### config.mk
export PLATFORM = sky130hd
export DESIGN_NAME = modbus_uart_rx_flat
export DESIGN_NICKNAME = d
export VERILOG_FILES = /design/src/rtl/modbus_uart_rx_if.sv /design/src/rtl/modbus_uart_rx.sv /design/src/flat_wrapper.sv
export SDC_FILE = /design/constraint.sdc
export NUM_CORES = 1
export LEC_CHECK = 0
export ABC_AREA = 1
export BUFFER_PORTS_ARGS = -buffer_cell sky130_fd_sc_hd__buf_2
export CAP_MARGIN = 5
export CORE_ASPECT_RATIO = 0.9
export CORE_MARGIN = 2
export CORE_UTILIZATION = 35
export DETAILED_ROUTE_END_ITERATION = 7
export GPL_ROUTABILITY_DRIVEN = 1
export PLACE_DENSITY = 0.53
export SLEW_MARGIN = 20
export SYNTH_ARGS = -nofsm -noshare
export SYNTH_HDL_FRONTEND = slang
export SYNTH_SLANG_ARGS = --single-unit
### constraint.sdc
create_clock -name clk -period 1.7 [get_ports clk]
set_clock_uncertainty 0.15 [all_clocks]
set_input_delay 0.085 -clock clk [delete_from_list [all_inputs] [get_ports clk]]
set_output_delay 0.085 -clock clk [all_outputs]
set_load 0.01 [all_outputs]
### src/rtl/modbus_uart_rx_if.sv
// Serial line in, received-byte strobes and status out, for the Modbus UART receiver.
interface modbus_uart_rx_if;
   logic       rx_in;
   logic       rxv;
   logic [7:0] rxd;
   logic       frame_err;
   logic       parity_err;
   logic       busy;

   // Receiver side: samples the line, produces the byte strobes.
   modport master (
      input  rx_in,
      output rxv,
      output rxd,
      output frame_err,
      output parity_err,
      output busy
   );

   // Line driver / byte consumer side.
   modport slave (
      output rx_in,
      input  rxv,
      input  rxd,
      input  frame_err,
      input  parity_err,
      input  busy
   );
endinterface

### src/rtl/modbus_uart_rx.sv
// UART byte receiver for the Modbus RTU parser: 2-flop line synchroniser,
// mid-bit sampling with a PRESCALER clocks-per-bit counter, optional
// parity, stop-bit check, and a break state that swallows a held-low line.
module modbus_uart_rx #(
   parameter int PRESCALER = 100,
   parameter int PARITY    = 0
) (
   input  logic             clk,
   input  logic             rst,
   modbus_uart_rx_if.master bus
);
   localparam int              CW        = $clog2(PRESCALER);
   localparam logic [CW-1:0]   HALF_LAST = CW'(PRESCALER / 2 - 1);
   localparam logic [CW-1:0]   BIT_LAST  = CW'(PRESCALER - 1);
   localparam logic            PAR_EN    = (PARITY != 0);
   localparam logic            PAR_ODD   = (PARITY == 1);

   typedef enum logic [2:0] {IDLE, START, DATA, PAR, STOP, BRK} state_t;

   state_t          state, state_n;
   logic            sync1, rx_s;
   logic [CW-1:0]   bit_ctr, ctr_n;
   logic [2:0]      idx, idx_n;
   logic [7:0]      sh, sh_n;
   logic            pe, pe_n;
   logic            rxv_q, rxv_n;
   logic [7:0]      rxd_q, rxd_n;
   logic            ferr_q, ferr_n;
   logic            perr_q, perr_n;

   // Two-flop synchroniser for the asynchronous line; idles high out of reset.
   always_ff @(posedge clk) begin
      if (rst) begin
         sync1 <= 1'b1;
         rx_s  <= 1'b1;
      end else begin
         sync1 <= bus.rx_in;
         rx_s  <= sync1;
      end
   end

   // Receiver state, counters, shift register and registered output strobes.
   always_ff @(posedge clk) begin
      if (rst) begin
         state   <= IDLE;
         bit_ctr <= '0;
         idx     <= '0;
         sh      <= '0;
         pe      <= 1'b0;
         rxv_q   <= 1'b0;
         rxd_q   <= '0;
         ferr_q  <= 1'b0;
         perr_q  <= 1'b0;
      end else begin
         state   <= state_n;
         bit_ctr <= ctr_n;
         idx     <= idx_n;
         sh      <= sh_n;
         pe      <= pe_n;
         rxv_q   <= rxv_n;
         rxd_q   <= rxd_n;
         ferr_q  <= ferr_n;
         perr_q  <= perr_n;
      end
   end

   // Next-state logic: sample mid-bit, shift data LSB first, judge the frame at the stop bit.
   always_comb begin
      state_n = state;
      ctr_n   = bit_ctr;
      idx_n   = idx;
      sh_n    = sh;
      pe_n    = pe;
      rxd_n   = rxd_q;
      rxv_n   = 1'b0;
      ferr_n  = 1'b0;
      perr_n  = 1'b0;
      case (state)
         IDLE: begin
            if (!rx_s) begin
               ctr_n   = '0;
               state_n = START;
            end
         end
         START: begin
            if (bit_ctr == HALF_LAST) begin
               ctr_n = '0;
               if (!rx_s) begin
                  idx_n   = '0;
                  pe_n    = 1'b0;
                  state_n = DATA;
               end else begin
                  state_n = IDLE;
               end
            end else begin
               ctr_n = bit_ctr + CW'(1);
            end
         end
         DATA: begin
            if (bit_ctr == BIT_LAST) begin
               ctr_n = '0;
               sh_n  = {rx_s, sh[7:1]};
               idx_n = idx + 3'd1;
               if (idx == 3'd7) begin
                  state_n = PAR_EN ? PAR : STOP;
               end
            end else begin
               ctr_n = bit_ctr + CW'(1);
            end
         end
         PAR: begin
            if (bit_ctr == BIT_LAST) begin
               ctr_n   = '0;
               pe_n    = ((^sh) ^ rx_s) != PAR_ODD;
               state_n = STOP;
            end else begin
               ctr_n = bit_ctr + CW'(1);
            end
         end
         STOP: begin
            if (bit_ctr == BIT_LAST) begin
               ctr_n = '0;
               pe_n  = 1'b0;
               if (rx_s) begin
                  if (pe) begin
                     perr_n = 1'b1;
                  end else begin
                     rxv_n = 1'b1;
                     rxd_n = sh;
                  end
                  state_n = IDLE;
               end else begin
                  ferr_n  = 1'b1;
                  state_n = BRK;
               end
            end else begin
               ctr_n = bit_ctr + CW'(1);
            end
         end
         BRK: begin
            if (rx_s) begin
               state_n = IDLE;
            end
         end
         default: state_n = IDLE;
      endcase
   end

   assign bus.rxv        = rxv_q;
   assign bus.rxd        = rxd_q;
   assign bus.frame_err  = ferr_q;
   assign bus.parity_err = perr_q;
   assign bus.busy       = (state != IDLE);
endmodule

### src/flat_wrapper.sv
// flat-port wrapper written by rule: the top's interface ports become plain ports
module modbus_uart_rx_flat 
#(
   parameter int PRESCALER = 100,
   parameter int PARITY    = 0
)
  (clk, rst, bus_rx_in, bus_rxv, bus_rxd, bus_frame_err, bus_parity_err, bus_busy);
  modbus_uart_rx_if bus_i ();
  input  logic clk;
  input  logic rst;
  input wire logic [$bits(bus_i.rx_in)-1:0] bus_rx_in;
  output wire logic [$bits(bus_i.rxv)-1:0] bus_rxv;
  output wire logic [$bits(bus_i.rxd)-1:0] bus_rxd;
  output wire logic [$bits(bus_i.frame_err)-1:0] bus_frame_err;
  output wire logic [$bits(bus_i.parity_err)-1:0] bus_parity_err;
  output wire logic [$bits(bus_i.busy)-1:0] bus_busy;
  assign bus_i.rx_in = bus_rx_in;
  assign bus_rxv = bus_i.rxv;
  assign bus_rxd = bus_i.rxd;
  assign bus_frame_err = bus_i.frame_err;
  assign bus_parity_err = bus_i.parity_err;
  assign bus_busy = bus_i.busy;
  modbus_uart_rx #(.PRESCALER(PRESCALER), .PARITY(PARITY)) u_core (.clk(clk), .rst(rst), .bus(bus_i));
endmodule
==> metrics.md <==
| Metric | Value |
|---|---|
| Synthesis-stage register bit count | `35` |
| Initial Util | `35.9%` |
| Clk slew on worst S/H paths | `0.08 ns` |
| Synthesized-area fraction occupied by and/or/nand/nor cells | `30.9%` |
| Routed wire per std cell | `10.9 um` |
| Starting DRT DRC Count | `55` |
| GRT overflow | `0` |
| Ys async rst share | `0%` |
| Outcome | `completed` |
| Fmax | `608 MHz` |
| Clk Latency, worst-skew pair | `0.29 ns` |
| Crit path max fanout | `4` |
| Post-synthesis cell type count | `35` |
| Synth Area in Adders | `2.67%` |
| CP endpoint kind | `register` |
| GPL Wtd Cong | `0.804` |
| Drt total wl | `4.08 mm` |
| First-pass GRT wire length | `6.84 mm` |
| Vias in the first global route | `1479` |
| Register area share after synthesis | `37.4%` |
| CTS tree | `yes` |
| Crit start category | `register` |
| Reg area | `707 um^2` |
| Synth Area in Compound Gates | `15.9%` |
| # IOs | `15` |
| Pwr Density | `1200 nW/um^2` |
| CTS Buf Count | `5` |
| Hold Path Class | `reg -> reg` |
| Yosys top cell area share | `37.4%` |
| Placed Cells | `356` |
| Max-slew headroom | `69.4%` |
| Slew Limit Fails | `0` |
| Multi-input logic area | `1060 um^2` |
| Clk buf depth | `2` |
| Max H-tree Level | `2` |
| Die Area | `5960 um^2` |
| Sw frac | `39.5%` |
| Post-Synth XOR/XNOR Area | `0.934%` |
| Hold Fails Final Rpt | `0` |
| WP data required | `1.74 ns` |
| Post-Layout Cell Count | `373` |
| VDD IR max | `0.484 mV` |
| Core Footprint | `5220 um^2` |
| Synth area leader | `dfxtp_1` |
| Layout Nets | `312` |
| Commonest cells in the netlist | `nand2_1 (63), dfxtp_1 (35), inv_1 (35), a21oi_1 (23), nor2_1 (22)` |
| Post-Syn Area | `1880 um^2` |
| Share of cells above drive strength 1 | `32.4%` |
| P_leak | `1.09 nW` |
| Worst Setup Path Type | `reg -> reg` |
| Dpl ws | `0.0590 ns` |
| Count leader, synth | `nand2_1` |
| Syn_area_per_cell | `6.95 um^2` |
| Fin crit period | `1.65 ns` |
| Internal power | `1.76 mW` |
| End-of-flow core utilization | `46.3%` |
| Final setup fails | `0` |
| Largest net degree at the start of global routing | `25` |
| Ant. Diodes | `0` |
| CTS Sinks | `35` |
| Antenna viol nets, final | `0` |
| Die Y | `73.4 um` |
| Max cap viols | `0` |
| Top_reg_cell synth | `dfxtp_1` |
| Tcrit/Tclk final | `96.8%` |
| GRT Util Overall | `15.0%` |
| Fin worst setup slack | `0.0544 ns` |
| Root buf cell | `clkbuf_8` |
| Comb pwr share | `39.4%` |
| Pre-antenna DRT Iters | `4` |
| IO buf count | `14` |
| Largest family of logic cells by synthesized area | `simple AND/OR/NAND/NOR gates` |
| Ys Warns | `0` |
| Fill cell count | `542` |
| Synth top area cells | `dfxtp_1 (37%), nand2_1 (13%), inv_1 (7.0%)` |
| Sw power | `1.15 mW` |
| Sequential fraction of design power | `33.8%` |
| Layout area overhead | `29.1%` |
| RSZ-0062 raised after global routing | `true` |
| Worst endpoint data arrival time | `1.68 ns` |
| Post-synthesis cell count | `270` |
| Via count | `1696` |
| Post-route DRC | `0` |
| Dpl hpwl | `2.83 mm` |
| Syn Nets | `277` |
| Rows | `25` |
| Clock share of power | `26.8%` |
| TNS Setup | `0 ns` |
| Number of synthesized flops with an enable pin | `0` |
| Die width | `81.2 um` |
| Drt via density | `4.55` |
| Initial antenna violation count | `0` |
| R2R Setup Slk | `0.05 ns` |
| Multiplexer share of the synthesized area | `0%` |
| Worst-margin pin slew | `0.459 ns` |
[registers in the layout (all words and copies together), names as in the netlist]
name / cells
u_core.sh: 8
u_core.bus.parity_err: 1
u_core.idx: 3
u_core.bus.frame_err: 1
u_core.state: 3
u_core.bit_ctr: 7
u_core.sync1: 1
u_core.rx_s: 1
u_core.bus.rxv: 1
u_core.pe: 1
u_core.bus.rxd: 8
[power by group through the flow]
stage	combinational [mW]	sequential, mW	clock [mW]
after floorplan	0.806	0.951	0
after global placement	0.982	0.986	0
after detailed placement	0.971	0.984	0
after CTS	0.981	0.964	0.807
after global routing	1.28	0.999	0.842
final	1.15	0.986	0.782
[stage by stage]
step	instance area, um^2	hold slack, ns	power (mW)
3_5_place_dp	2080	0.122	1.95
4_1_cts	2220	0.279	2.75
6_report	2420	0.276	2.92
2_1_floorplan	1880	0.0388	1.76
5_1_grt	2420	0.304	3.13
3_3_place_gp	2080	0.120	1.97
[path summary, 6_finish.rpt]
kind / startpoint / end / cells after the start
worst max register to register: u_core.bit_ctr[1] / u_core.bit_ctr[0] / 10
worst min-delay path: u_core.sync1 / u_core.rx_s / 1
worst min register to register: u_core.sync1 / u_core.rx_s / 1
worst max-delay path: u_core.bit_ctr[1] / u_core.bit_ctr[0] / 10
[metal layers]
metal	track usage, %	wire length [um]	part of all wire [%]	up-vias
met1	22.0	2250	55	745
met2	20.8	1660	41	18
li1	-	-	-	926
met3	4.42	105	2.6	7
met4	5.08	63	1.5	0
met5	0	0	0	-
[repair_timing]
item	4_1_cts	5_1_grt
resized for setup	0	38
endpoints found under the setup margin	0	27
hold buffers	2	0
setup buffers	0	6
endpoints found under the hold margin	6	0
[critical path, stage by stage (launching register included)]
cell and delay (ns):
dfxtp_4 0.37, ha_4 0.13, nand2_2 0.05, inv_2 0.07, nand3_4 0.10, buf_4 0.15, nand2_2 0.08, nand3_4 0.09
buf_4 0.15, o211ai_1 0.15, inv_1 0.05
[cells in the final DEF (no fill, tap or decap), types with 3 or more instances in the layout]
master / synthesis / routed
nor2_1: 22 / 20
a21oi_2: 4 / 8
o21ai_2: 1 / 8
nand2_1: 63 / 61
buf_2: 2 / 14
nor2_4: 3 / 3
inv_1: 35 / 34
nand2_2: 4 / 6
o21ai_0: 13 / 8
nor2_2: 2 / 4
o21ai_1: 9 / 7
nand3_1: 16 / 14
inv_2: 10 / 11
buf_4: 1 / 14
buf_6: 2 / 3
a21oi_1: 23 / 18
dfxtp_1: 35 / 32
nand3_2: 2 / 3
clkbuf_8: 0 / 5
[layout make-up]
type                       count  area share (%)
clock buffer                   5            2.84
inverter                      47            7.49
tap                           67            3.46
sequential                    35            29.2
multi-input combinational    181            43.8
clock inverter                 3            1.91
timing repair buffer          35            11.3
[kinds of logic (layout without fill, tap and decap cells)]
logic type / Yosys count / after routing
adder cells (fa/ha/maj): 4 / 4
AO/OA/AOI/OAI: 54 / 54
flip-flops: 35 / 35
AND/OR/NAND/NOR: 121 / 121
XOR/XNOR: 2 / 2
buffers and inverters: 54 / 90
No activity file was read; power rests on OpenSTA's default activity.
